<file path="src/rtl/lsu_pkg.sv">
// Shared types and constants for the load/store unit.
// FSM states, RV32I funct3 encodings and response error codes.
package lsu_pkg;

  localparam int XLEN = 32;

  typedef enum logic [1:0] {
    S_IDLE,
    S_READ_WAIT,
    S_WRITE_WAIT,
    S_RESP
  } lsu_state_t;

  localparam logic [2:0] F3_B  = 3'b000;
  localparam logic [2:0] F3_H  = 3'b001;
  localparam logic [2:0] F3_W  = 3'b010;
  localparam logic [2:0] F3_BU = 3'b100;
  localparam logic [2:0] F3_HU = 3'b101;

  localparam logic [1:0] ERR_OK    = 2'b00;
  localparam logic [1:0] ERR_MISAL = 2'b01;
  localparam logic [1:0] ERR_TMO   = 2'b10;
  localparam logic [1:0] ERR_ILL   = 2'b11;

endpackage

</file>
<file path="src/rtl/lsu_datamem_if_if.sv">
// Core request/response and data memory strobe bundle.
// slave = the LSU, master = the core plus memory around it.
interface lsu_datamem_if_if;

  logic        LSU_Req_Valid_In;
  logic        LSU_Req_Ready_Out;
  logic        LSU_Req_Write_In;
  logic [2:0]  LSU_Req_Funct3_In;
  logic [31:0] LSU_Req_Addr_InBUS;
  logic [31:0] LSU_Req_Wdata_InBUS;
  logic        LSU_Rsp_Valid_Out;
  logic [31:0] LSU_Rsp_Rdata_OutBUS;
  logic [1:0]  LSU_Rsp_Error_OutBUS;
  logic        LSU_Datamem_Ready_Out;
  logic        LSU_Datamem_Valid_In;
  logic [31:0] LSU_Datamem_Readdata_InBUS;
  logic        LSU_Datamem_Valid_Out;
  logic        LSU_Datamem_Ready_In;
  logic [31:0] LSU_Datamem_Writedata_OutBUS;
  logic [31:0] LSU_Datamem_Addr_OutBUS;
  logic [3:0]  LSU_Datamem_Byteenable_OutBUS;

  modport slave (
    input  LSU_Req_Valid_In,
    output LSU_Req_Ready_Out,
    input  LSU_Req_Write_In,
    input  LSU_Req_Funct3_In,
    input  LSU_Req_Addr_InBUS,
    input  LSU_Req_Wdata_InBUS,
    output LSU_Rsp_Valid_Out,
    output LSU_Rsp_Rdata_OutBUS,
    output LSU_Rsp_Error_OutBUS,
    output LSU_Datamem_Ready_Out,
    input  LSU_Datamem_Valid_In,
    input  LSU_Datamem_Readdata_InBUS,
    output LSU_Datamem_Valid_Out,
    input  LSU_Datamem_Ready_In,
    output LSU_Datamem_Writedata_OutBUS,
    output LSU_Datamem_Addr_OutBUS,
    output LSU_Datamem_Byteenable_OutBUS
  );

  modport master (
    output LSU_Req_Valid_In,
    input  LSU_Req_Ready_Out,
    output LSU_Req_Write_In,
    output LSU_Req_Funct3_In,
    output LSU_Req_Addr_InBUS,
    output LSU_Req_Wdata_InBUS,
    input  LSU_Rsp_Valid_Out,
    input  LSU_Rsp_Rdata_OutBUS,
    input  LSU_Rsp_Error_OutBUS,
    input  LSU_Datamem_Ready_Out,
    output LSU_Datamem_Valid_In,
    output LSU_Datamem_Readdata_InBUS,
    input  LSU_Datamem_Valid_Out,
    output LSU_Datamem_Ready_In,
    input  LSU_Datamem_Writedata_OutBUS,
    input  LSU_Datamem_Addr_OutBUS,
    input  LSU_Datamem_Byteenable_OutBUS
  );

endinterface

</file>
<file path="src/rtl/lsu_align.sv">
// Combinational lane logic: byte enables, store replication,
// load shift/extend and access legality checks.
module lsu_align
  import lsu_pkg::*;
(
  input  logic            write,
  input  logic [2:0]      funct3,
  input  logic [1:0]      addr_lo,
  input  logic [XLEN-1:0] wdata,
  input  logic [XLEN-1:0] rdata,
  output logic [3:0]      be,
  output logic [XLEN-1:0] wdata_rep,
  output logic [XLEN-1:0] load_ext,
  output logic            misal,
  output logic            ill
);

  logic            is_b;
  logic            is_h;
  logic            is_w;
  logic [XLEN-1:0] shifted;

  assign is_b = (funct3[1:0] == 2'b00);
  assign is_h = (funct3[1:0] == 2'b01);
  assign is_w = (funct3[1:0] == 2'b10);

  // Stores only have B/H/W; loads add BU/HU.
  always_comb begin
    if (write)
      ill = (funct3 >= 3'd3);
    else
      ill = (funct3 == 3'd3) || (funct3 == 3'd6) ||
            (funct3 == 3'd7);
  end

  assign misal = (is_h && addr_lo[0]) ||
                 (is_w && (addr_lo != 2'b00));

  always_comb begin
    be        = 4'b0000;
    wdata_rep = '0;
    unique case (1'b1)
      is_b: begin
        be        = 4'b0001 << addr_lo;
        wdata_rep = {4{wdata[7:0]}};
      end
      is_h: begin
        be        = 4'b0011 << {addr_lo[1], 1'b0};
        wdata_rep = {2{wdata[15:0]}};
      end
      is_w: begin
        be        = 4'b1111;
        wdata_rep = wdata;
      end
      default: begin
        be        = 4'b0000;
        wdata_rep = '0;
      end
    endcase
  end

  assign shifted = rdata >> {addr_lo, 3'b000};

  always_comb begin
    load_ext = '0;
    unique case (funct3)
      F3_B:  load_ext = {{24{shifted[7]}}, shifted[7:0]};
      F3_H:  load_ext = {{16{shifted[15]}}, shifted[15:0]};
      F3_W:  load_ext = shifted;
      F3_BU: load_ext = {24'b0, shifted[7:0]};
      F3_HU: load_ext = {16'b0, shifted[15:0]};
      default: load_ext = '0;
    endcase
  end

endmodule

</file>
<file path="src/rtl/lsu_datamem_if.sv">
// Load/store unit: one outstanding access, registered memory
// strobes, timeout abort and one-cycle response pulse.
module lsu_datamem_if
  import lsu_pkg::*;
#(
  parameter int DATAWIDTH      = 32,
  parameter int TIMEOUT_CYCLES = 256
) (
  input logic LSU_Clk_In,
  input logic LSU_Reset_In,
  lsu_datamem_if_if.slave bus
);

  localparam int TW = $clog2(TIMEOUT_CYCLES);
  localparam logic [TW-1:0] TMO_LAST = TW'(TIMEOUT_CYCLES - 1);

  lsu_state_t           state;
  logic                 req_ready_q;
  logic                 rsp_valid_q;
  logic [DATAWIDTH-1:0] rsp_rdata_q;
  logic [1:0]           rsp_err_q;
  logic                 rd_stb_q;
  logic                 wr_stb_q;
  logic [DATAWIDTH-1:0] mem_addr_q;
  logic [DATAWIDTH-1:0] mem_wdata_q;
  logic [3:0]           mem_be_q;
  logic [TW-1:0]        tmo_q;

  logic                 wr_q;
  logic [2:0]           f3_q;
  logic [DATAWIDTH-1:0] addr_q;
  logic [DATAWIDTH-1:0] wdata_q;

  logic                 sel_req;
  logic                 al_write;
  logic [2:0]           al_f3;
  logic [DATAWIDTH-1:0] al_addr;
  logic [DATAWIDTH-1:0] al_wdata;
  logic [3:0]           al_be;
  logic [DATAWIDTH-1:0] al_rep;
  logic [DATAWIDTH-1:0] al_ext;
  logic                 al_misal;
  logic                 al_ill;

  // Decode live request in IDLE, latched request afterwards.
  assign sel_req  = (state == S_IDLE);
  assign al_write = sel_req ? bus.LSU_Req_Write_In  : wr_q;
  assign al_f3    = sel_req ? bus.LSU_Req_Funct3_In : f3_q;
  assign al_addr  = sel_req ? bus.LSU_Req_Addr_InBUS : addr_q;
  assign al_wdata = sel_req ? bus.LSU_Req_Wdata_InBUS : wdata_q;

  lsu_align u_align (
    .write     (al_write),
    .funct3    (al_f3),
    .addr_lo   (al_addr[1:0]),
    .wdata     (al_wdata),
    .rdata     (bus.LSU_Datamem_Readdata_InBUS),
    .be        (al_be),
    .wdata_rep (al_rep),
    .load_ext  (al_ext),
    .misal     (al_misal),
    .ill       (al_ill)
  );

  always_ff @(posedge LSU_Clk_In or posedge LSU_Reset_In) begin
    if (LSU_Reset_In) begin
      state       <= S_IDLE;
      req_ready_q <= 1'b1;
      rsp_valid_q <= 1'b0;
      rsp_rdata_q <= '0;
      rsp_err_q   <= ERR_OK;
      rd_stb_q    <= 1'b0;
      wr_stb_q    <= 1'b0;
      mem_addr_q  <= '0;
      mem_wdata_q <= '0;
      mem_be_q    <= 4'b0000;
      tmo_q       <= '0;
      wr_q        <= 1'b0;
      f3_q        <= 3'b000;
      addr_q      <= '0;
      wdata_q     <= '0;
    end else begin
      rsp_valid_q <= 1'b0;
      unique case (state)
        S_IDLE: begin
          if (bus.LSU_Req_Valid_In && req_ready_q) begin
            wr_q        <= bus.LSU_Req_Write_In;
            f3_q        <= bus.LSU_Req_Funct3_In;
            addr_q      <= bus.LSU_Req_Addr_InBUS;
            wdata_q     <= bus.LSU_Req_Wdata_InBUS;
            req_ready_q <= 1'b0;
            tmo_q       <= '0;
            if (al_ill || al_misal) begin
              state       <= S_RESP;
              rsp_valid_q <= 1'b1;
              rsp_rdata_q <= '0;
              rsp_err_q   <= al_ill ? ERR_ILL : ERR_MISAL;
            end else begin
              mem_addr_q  <= {bus.LSU_Req_Addr_InBUS[31:2],
                              2'b00};
              mem_be_q    <= al_be;
              mem_wdata_q <= bus.LSU_Req_Write_In ? al_rep : '0;
              if (bus.LSU_Req_Write_In) begin
                wr_stb_q <= 1'b1;
                state    <= S_WRITE_WAIT;
              end else begin
                rd_stb_q <= 1'b1;
                state    <= S_READ_WAIT;
              end
            end
          end
        end
        S_READ_WAIT: begin
          if (bus.LSU_Datamem_Valid_In) begin
            rd_stb_q    <= 1'b0;
            state       <= S_RESP;
            rsp_valid_q <= 1'b1;
            rsp_rdata_q <= al_ext;
            rsp_err_q   <= ERR_OK;
          end else if (tmo_q == TMO_LAST) begin
            rd_stb_q    <= 1'b0;
            state       <= S_RESP;
            rsp_valid_q <= 1'b1;
            rsp_rdata_q <= '0;
            rsp_err_q   <= ERR_TMO;
          end else begin
            tmo_q <= tmo_q + 1'b1;
          end
        end
        S_WRITE_WAIT: begin
          if (bus.LSU_Datamem_Ready_In) begin
            wr_stb_q    <= 1'b0;
            state       <= S_RESP;
            rsp_valid_q <= 1'b1;
            rsp_rdata_q <= '0;
            rsp_err_q   <= ERR_OK;
          end else if (tmo_q == TMO_LAST) begin
            wr_stb_q    <= 1'b0;
            state       <= S_RESP;
            rsp_valid_q <= 1'b1;
            rsp_rdata_q <= '0;
            rsp_err_q   <= ERR_TMO;
          end else begin
            tmo_q <= tmo_q + 1'b1;
          end
        end
        S_RESP: begin
          state       <= S_IDLE;
          req_ready_q <= 1'b1;
        end
        default: begin
          state       <= S_IDLE;
          req_ready_q <= 1'b1;
        end
      endcase
    end
  end

  assign bus.LSU_Req_Ready_Out             = req_ready_q;
  assign bus.LSU_Rsp_Valid_Out             = rsp_valid_q;
  assign bus.LSU_Rsp_Rdata_OutBUS          = rsp_rdata_q;
  assign bus.LSU_Rsp_Error_OutBUS          = rsp_err_q;
  assign bus.LSU_Datamem_Ready_Out         = rd_stb_q;
  assign bus.LSU_Datamem_Valid_Out         = wr_stb_q;
  assign bus.LSU_Datamem_Writedata_OutBUS  = mem_wdata_q;
  assign bus.LSU_Datamem_Addr_OutBUS       = mem_addr_q;
  assign bus.LSU_Datamem_Byteenable_OutBUS = mem_be_q;

endmodule

</file>
<file path="src/flat_wrapper.sv">
// flat-port wrapper written by rule: the top's interface ports become plain ports
module lsu_datamem_if_flat import lsu_pkg::*;
#(
  parameter int DATAWIDTH      = 32,
  parameter int TIMEOUT_CYCLES = 256
)
  (LSU_Clk_In, LSU_Reset_In, bus_LSU_Req_Valid_In, bus_LSU_Req_Ready_Out, bus_LSU_Req_Write_In, bus_LSU_Req_Funct3_In, bus_LSU_Req_Addr_InBUS, bus_LSU_Req_Wdata_InBUS, bus_LSU_Rsp_Valid_Out, bus_LSU_Rsp_Rdata_OutBUS, bus_LSU_Rsp_Error_OutBUS, bus_LSU_Datamem_Ready_Out, bus_LSU_Datamem_Valid_In, bus_LSU_Datamem_Readdata_InBUS, bus_LSU_Datamem_Valid_Out, bus_LSU_Datamem_Ready_In, bus_LSU_Datamem_Writedata_OutBUS, bus_LSU_Datamem_Addr_OutBUS, bus_LSU_Datamem_Byteenable_OutBUS);
  lsu_datamem_if_if bus_i ();
  input logic LSU_Clk_In;
  input logic LSU_Reset_In;
  input wire logic [$bits(bus_i.LSU_Req_Valid_In)-1:0] bus_LSU_Req_Valid_In;
  output wire logic [$bits(bus_i.LSU_Req_Ready_Out)-1:0] bus_LSU_Req_Ready_Out;
  input wire logic [$bits(bus_i.LSU_Req_Write_In)-1:0] bus_LSU_Req_Write_In;
  input wire logic [$bits(bus_i.LSU_Req_Funct3_In)-1:0] bus_LSU_Req_Funct3_In;
  input wire logic [$bits(bus_i.LSU_Req_Addr_InBUS)-1:0] bus_LSU_Req_Addr_InBUS;
  input wire logic [$bits(bus_i.LSU_Req_Wdata_InBUS)-1:0] bus_LSU_Req_Wdata_InBUS;
  output wire logic [$bits(bus_i.LSU_Rsp_Valid_Out)-1:0] bus_LSU_Rsp_Valid_Out;
  output wire logic [$bits(bus_i.LSU_Rsp_Rdata_OutBUS)-1:0] bus_LSU_Rsp_Rdata_OutBUS;
  output wire logic [$bits(bus_i.LSU_Rsp_Error_OutBUS)-1:0] bus_LSU_Rsp_Error_OutBUS;
  output wire logic [$bits(bus_i.LSU_Datamem_Ready_Out)-1:0] bus_LSU_Datamem_Ready_Out;
  input wire logic [$bits(bus_i.LSU_Datamem_Valid_In)-1:0] bus_LSU_Datamem_Valid_In;
  input wire logic [$bits(bus_i.LSU_Datamem_Readdata_InBUS)-1:0] bus_LSU_Datamem_Readdata_InBUS;
  output wire logic [$bits(bus_i.LSU_Datamem_Valid_Out)-1:0] bus_LSU_Datamem_Valid_Out;
  input wire logic [$bits(bus_i.LSU_Datamem_Ready_In)-1:0] bus_LSU_Datamem_Ready_In;
  output wire logic [$bits(bus_i.LSU_Datamem_Writedata_OutBUS)-1:0] bus_LSU_Datamem_Writedata_OutBUS;
  output wire logic [$bits(bus_i.LSU_Datamem_Addr_OutBUS)-1:0] bus_LSU_Datamem_Addr_OutBUS;
  output wire logic [$bits(bus_i.LSU_Datamem_Byteenable_OutBUS)-1:0] bus_LSU_Datamem_Byteenable_OutBUS;
  assign bus_i.LSU_Req_Valid_In = bus_LSU_Req_Valid_In;
  assign bus_LSU_Req_Ready_Out = bus_i.LSU_Req_Ready_Out;
  assign bus_i.LSU_Req_Write_In = bus_LSU_Req_Write_In;
  assign bus_i.LSU_Req_Funct3_In = bus_LSU_Req_Funct3_In;
  assign bus_i.LSU_Req_Addr_InBUS = bus_LSU_Req_Addr_InBUS;
  assign bus_i.LSU_Req_Wdata_InBUS = bus_LSU_Req_Wdata_InBUS;
  assign bus_LSU_Rsp_Valid_Out = bus_i.LSU_Rsp_Valid_Out;
  assign bus_LSU_Rsp_Rdata_OutBUS = bus_i.LSU_Rsp_Rdata_OutBUS;
  assign bus_LSU_Rsp_Error_OutBUS = bus_i.LSU_Rsp_Error_OutBUS;
  assign bus_LSU_Datamem_Ready_Out = bus_i.LSU_Datamem_Ready_Out;
  assign bus_i.LSU_Datamem_Valid_In = bus_LSU_Datamem_Valid_In;
  assign bus_i.LSU_Datamem_Readdata_InBUS = bus_LSU_Datamem_Readdata_InBUS;
  assign bus_LSU_Datamem_Valid_Out = bus_i.LSU_Datamem_Valid_Out;
  assign bus_i.LSU_Datamem_Ready_In = bus_LSU_Datamem_Ready_In;
  assign bus_LSU_Datamem_Writedata_OutBUS = bus_i.LSU_Datamem_Writedata_OutBUS;
  assign bus_LSU_Datamem_Addr_OutBUS = bus_i.LSU_Datamem_Addr_OutBUS;
  assign bus_LSU_Datamem_Byteenable_OutBUS = bus_i.LSU_Datamem_Byteenable_OutBUS;
  lsu_datamem_if #(.DATAWIDTH(DATAWIDTH), .TIMEOUT_CYCLES(TIMEOUT_CYCLES)) u_core (.LSU_Clk_In(LSU_Clk_In), .LSU_Reset_In(LSU_Reset_In), .bus(bus_i));
endmodule
</file>
<file path="config.mk">
export PLATFORM = sky130hd
export DESIGN_NAME = lsu_datamem_if_flat
export DESIGN_NICKNAME = d
export VERILOG_FILES = /design/src/rtl/lsu_pkg.sv /design/src/rtl/lsu_datamem_if_if.sv /design/src/rtl/lsu_align.sv /design/src/rtl/lsu_datamem_if.sv /design/src/flat_wrapper.sv
export SDC_FILE = /design/constraint.sdc
export NUM_CORES = 1
export LEC_CHECK = 0
export ABC_AREA = 1
export CORE_UTILIZATION = 51
export CTS_CLUSTER_SIZE = 12
export DETAILED_ROUTE_END_ITERATION = 8
export PLACE_DENSITY = 0.89
export SLEW_MARGIN = 20
export SYNTH_ARGS = -nofsm -noshare
export SYNTH_HDL_FRONTEND = slang
export SYNTH_SLANG_ARGS = --single-unit
</file>
<file path="constraint.sdc">
create_clock -name LSU_Clk_In -period 10.3 [get_ports LSU_Clk_In]
set_input_delay 1.03 -clock LSU_Clk_In [delete_from_list [all_inputs] [get_ports LSU_Clk_In]]
set_output_delay 1.03 -clock LSU_Clk_In [all_outputs]
set_load 0.01 [all_outputs]
</file>
Word-level counts from Yosys, hierarchy flattened:

Index checks and enable logic that the tools add are counted.
W data, S select, Z words.

* bits in registers: 120
* bits of input ports: 105
* output and inout bits: 106
* logic and storage cells: 116

* add/subtract/negate cells: 1
* magnitude comparators: 1
* equality and inequality tests: 22
* shift-type cells: 3
* mux-type cells: 52
* bitwise logic cells: 1
* reduce and logical (&&, ||, !) cells: 22

Operators by type and width (count)
* $mux W32: 6
* $pmux W32 S3: 2
* $pmux W32 S5: 1
* $mux W8: 4
* $shr A32 B5 Y32: 1
* $mux W2: 13
* $pmux W8 S3: 1
* $mux W1: 17
* $ne A2 B2 Y1 const B: 7
* $eq A3 B3 Y1 const B: 4
* $pmux W4 S3: 1
* $reduce_and A5 Y1: 2
* $add A8 B1 Y8 const B: 1
* $eq A8 B8 Y1 const B: 1
* $pmux W2 S4: 1
* $reduce_bool A2 Y1: 4
* $eq A2 B2 Y1 const B: 3
* $eq A3 B2 Y1 const B: 2
* $ne A3 B2 Y1 const B: 2
* $pmux W1 S2: 3
* $pmux W2 S3: 1
* $reduce_and A3 Y1: 2
* $eq A2 B1 Y1 const B: 2
* $logic_not A2 Y1: 2
* other kinds (13): 19

Logic depth before layout (Yosys ltp):

* word-level depth: 10
* gate-level depth with buffers: 19
* depth with buffers taken out: 16

By module:

From an unflattened synthesis, not the netlist that was laid out.

* cell total of the unflattened synthesis: 1178
* area, all modules: 8535.7 µm²

Modules (own cells, without submodules)
* lsu_datamem_if: instances 1, cells an instance 884, area an instance 7153.1 µm², seq. area each 3804.9 µm²
* lsu_align: instances 1, cells an instance 294, area an instance 1382.6 µm², seq. area each 0.0 µm²

Worst setup path before layout:

OpenSTA, ideal clock, no wires.

* path kind: input to register
* start: in bus_LSU_Req_Funct3_In[0]
* end: reg u_core.mem_wdata_q[1], in the netlist u_core.bus.LSU_Datamem_Writedata_OutBUS[1]
* setup time: 0.130 ns
* data arrival time: 2.180 ns
* data required time: 10.170 ns
* slack: 7.990 ns
* stages: 12
* buffers on the path: 2
* cell sequence: nand2_1 nand2_2 nand2_2 nand2_2 nor2_4 nand2_2 nor2_4 inv_2 buf_6 buf_4 nand2_1 o21ai_1

* word-level cells in the longest chain between the ends: 8
* elaborated cells on any way between the ends: 19
* classes of those cells: order compare: 1; eq/ne: 5; mux: 4; bitwise: 1; reduce/logical: 8

Ends and longest elaborated chain
* start: declaration: RTL line flat_wrapper.sv:14 `input wire logic [$bits(bus_i.LSU_Req_Funct3_In)-1:0] bus_LSU_Req_Funct3_In;`
* $mux W3 (*): RTL line lsu_datamem_if.sv:48 `assign al_f3 = sel_req ? bus.LSU_Req_Funct3_In : f3_q;`
* parallel branches: the longest is 7 deep, another holds $ge A3 B2 Y1
* end signal: assignment: RTL line lsu_datamem_if.sv:102 `mem_wdata_q <= bus.LSU_Req_Write_In ? al_rep : '0;`
* end: declaration: RTL line lsu_datamem_if.sv:25 `logic [DATAWIDTH-1:0] mem_wdata_q;`

Every way passes the cells marked *.
A chain may end at the register's enable or synchronous reset.

Worst setup path after layout:

* start: in bus_LSU_Req_Write_In
* end: reg u_core.mem_wdata_q[28], in the netlist u_core.bus.LSU_Datamem_Writedata_OutBUS[28]

* word-level cells in the longest chain between the ends: 5
* elaborated cells on any way between the ends: 6
* classes of those cells: mux: 3; bitwise: 1; reduce/logical: 2

Ends and longest elaborated chain
* start: declaration: RTL line flat_wrapper.sv:13 `input wire logic [$bits(bus_i.LSU_Req_Write_In)-1:0] bus_LSU_Req_Write_In;`
* $mux W1: RTL line lsu_datamem_if.sv:47 `assign al_write = sel_req ? bus.LSU_Req_Write_In : wr_q;`
* $mux W1: RTL line lsu_align.sv:29 `if (write)`
* $logic_or A1 B1 Y1: RTL line lsu_datamem_if.sv:93 `if (al_ill || al_misal) begin`
* $not A1 Y1 (no source line)
* $reduce_and A3 Y1 (no source line)

Several ways; a longest one is shown, not always the timed one.

==> impl_metrics.toml <==
[status]
status = "finished clean"

[cells_and_area]
fin_nets = 1260
fillCellCount = 961
layout_commonest_cell = "nand2_1"
area_growth_pct = 39.16
final_layout_size_suffix_gt1_frac = 0.06707
fin_util = 0.7251
mostFrequentLayoutCells = "nand2_1 (406), clkdlybuf4s50_1 (208), dfrtp_1 (119)"
antenna_cells = 0

[min_path]
hold_path_class = "register to register"
hold_depth = 2

[global_routing]
grt_pass1_wl_mm = 34.20
grt_max_degree = 72
antenna_found_initial = 0
grt_pass1_vias = 6901
grt_usage = 0.3101
overflow = 0

[die]
floorplan.die_area_sq_mm = 0.01394
fp-row-count = 42
io-pin-count = 211
initial_core_util = 0.5211
dieHeight_microns = 118.1
coreArea_sq_mm = 0.01319
die_w_microns = 118.1

[clocking]
clk_pin_slew_ps = 60
insertion_delay_ps = 420
post_cts_buffers = 0
post_cts_resized = 0
clk_path_buf_depth = 2
cts_max_level = 4
cts_buffers = 17
clock_sinks = 120
ctsHoldBuffers = 0
clockRootBuffer = "clkbuf_16"
cts_tree = "built"

[synth]
synth_area_leader_cell = "dfrtp_1"
synthArstFlopShare = 1.000
netlist_instances = 964
ys_seq_area_frac = 0.4371
yosys_register_bits = 120
netlist_top_cells_area = "dfrtp_1 (43%), nand2_1 (22%), nand3_1 (4.7%), o21ai_0 (4.5%), inv_1 (4.5%)"
synth_edf_count = 0
ys_warn_count = 0
syn_area_sq_mm = 0.006873
post_synth_num_cell_types = 40
synthDominantCellAreaShare = 0.4333
synth_area_per_cell_sq_um = 7.130
synth-main-ff-cell = "dfrtp_1"

[critical_path]
r2r_end = "u_core.bus.LSU_Datamem_Writedata_OutBUS[15]"
endpoint_kind = "register"
critPathLaunch = "bus_LSU_Req_Write_In"
r2r-start = "u_core.state[1]"
crit_slowest_cell = "clkdlybuf4s50_1"
slowest_delay_ps = 920
cpLargestDelayFamily = "buffers and inverters"
worst-endpoint-required_ps = 10570
r2r_cells = 14
cp_max_fo = 54
cp_cell_sequence = "clkdlybuf4s50_1, inv_1, nand2_1, o21ai_0, nor2_1, nor2_4, nand2_2, nor2_4, buf_4, inv_2, buf_4, o21ai_1"
crit_cells = 12
crit_type = "primary input to register"
crit_end = "u_core.bus.LSU_Datamem_Writedata_OutBUS[28]"
cp.buffers_inverters = 5
arrival_ps = 4560
ff2ff_setup_slack_ps = 6240
start_kind = "primary input"

[timing]
tns_ps = 0
hold_violations = 0
rsz0062_at_grt = "no"
finalWorstSetupSlack_ps = 6010
tightest_slew_ps = 945.5
maxSlewHeadroom = 0.3690
setup_viol = 0
fmax_mhz = 233.1
maxSlewViolCount = 0
fin_skew_ps = 6.196
fin_crit_sh = 0.4165
finalCriticalPeriod_ps = 4290

[routing]
viasPerCell = 5.428
totalWireLength_mm = 20.84
drt_iter0_drc = 833
wl_per_cell_microns = 15.57
detailedRoute.firstPassIterationCount = 6
ant_nets = 0
via_count = 7268
drcViolationCount = 0

[placement]
place_congestion = 0.9349
pre_cts_ws_ps = 5669
port_buffers = 208
hpwl_mm = 14.82

[pwr]
irDropWorstVdd_uv = 196.0
p_leak_nw = 4.774
p_per_area_mw_per_mm2 = 307.9

[flow_run]
maxCapViolations = 0
cell usage after synthesis (all sizes together), types with 3 or more instances:
cell and number:
nor3 9, dfrtp 119, o31ai 11, buf 35, nand4 4, o21a 5, o22ai 6, ha 5
o21ai 84, nand3 67, nand2 425, a21oi 23, clkbuf 10, nand3b 3, inv 90, nor2 57
worst min-delay path: stages, from the launching register on:
cell and delay (ps):
dfrtp_1 340, nand2_1 50, nand2_1 50
sequential cells by signal, indices dropped and copies added (netlist names):
signal and flops:
u_core.bus.LSU_Rsp_Error_OutBUS 2, u_core.addr_q 2, u_core.bus.LSU_Datamem_Byteenable_OutBUS 4, u_core.bus.LSU_Rsp_Valid_Out 1, u_core.tmo_q 8, u_core.bus.LSU_Datamem_Ready_Out 1
u_core.f3_q 3, u_core.bus.LSU_Datamem_Addr_OutBUS 30, u_core.bus.LSU_Rsp_Rdata_OutBUS 32, u_core.state 2, u_core.bus.LSU_Datamem_Valid_Out 1, u_core.wr_q 1
u_core.bus.LSU_Datamem_Writedata_OutBUS 32, u_core.bus.LSU_Req_Ready_Out 1
cells by family (layout without fill, tap and decap cells):
logic type,count (synthesis),count (layout),synth area share
buffers and inverters,135,333,0.09230
adders and majority gates,5,5,0.009102
other,1,2,0.0005456
AOI/OAI and AO/OA,134,134,0.1080
xor gates and xnor gates,2,2,0.002549
DFF,120,120,0.4371
and+or+nand+nor,567,567,0.3504
worst min path at each step:
| stage | from | endpoint | slack (ps) |
|---|---|---|---|
| floorplan | u_core.wr_q | u_core.wr_q | 450 |
| global placement | u_core.bus.LSU_Datamem_Addr_OutBUS[15] | u_core.bus.LSU_Datamem_Addr_OutBUS[15] | 450 |
| detailed placement | u_core.bus.LSU_Datamem_Addr_OutBUS[29] | u_core.bus.LSU_Datamem_Addr_OutBUS[29] | 460 |
| CTS | u_core.bus.LSU_Datamem_Addr_OutBUS[29] | u_core.bus.LSU_Datamem_Addr_OutBUS[29] | 470 |
| global route | u_core.bus.LSU_Datamem_Addr_OutBUS[10] | u_core.bus.LSU_Datamem_Addr_OutBUS[10] | 490 |
| finish | u_core.bus.LSU_Datamem_Addr_OutBUS[15] | u_core.bus.LSU_Datamem_Addr_OutBUS[15] | 470 |
through the flow:
stage	area (sq um)	hold slack, ps	std cells	power [mW]
finish	9564	467.4	1339	2.945
global placement	8910	452.8	1307	2.220
CTS	9564	471.4	1339	2.935
global route	9564	491.3	1339	3.150
floorplan	6877	447.8	965	1.775
detailed placement	8910	457.6	1307	2.259
report_power, final:
part | leakage [nW] | total, mW | switching (mW) | internal, mW
logic | 2.87 | 1.57 | 1.01 | 0.560
registers | 1.58 | 0.711 | 0.0937 | 0.617
clock network | 0.316 | 0.664 | 0.222 | 0.441
total | 4.77 | 2.94 | 1.33 | 1.62
per-layer routing:
layer | GRT usage | routed length, microns
met1 | 0.3896 | 8507
met2 | 0.5081 | 9957
met3 | 0.07074 | 1592
met4 | 0.1410 | 784
met5 | 0 | 0
layout make-up:
class                           count  area, sq um  share of cell area
Clock buffer                       20        456.7             0.04775
Tap cell                          176        220.2             0.02302
Sequential cell                   120         3004              0.3141
Multi-Input combinational cell    710         3238              0.3386
Timing Repair Buffer              211         2105              0.2200
Inverter                           90        342.8             0.03585
Clock inverter                     12        197.7             0.02067
(Power assumes the default switching activity.)
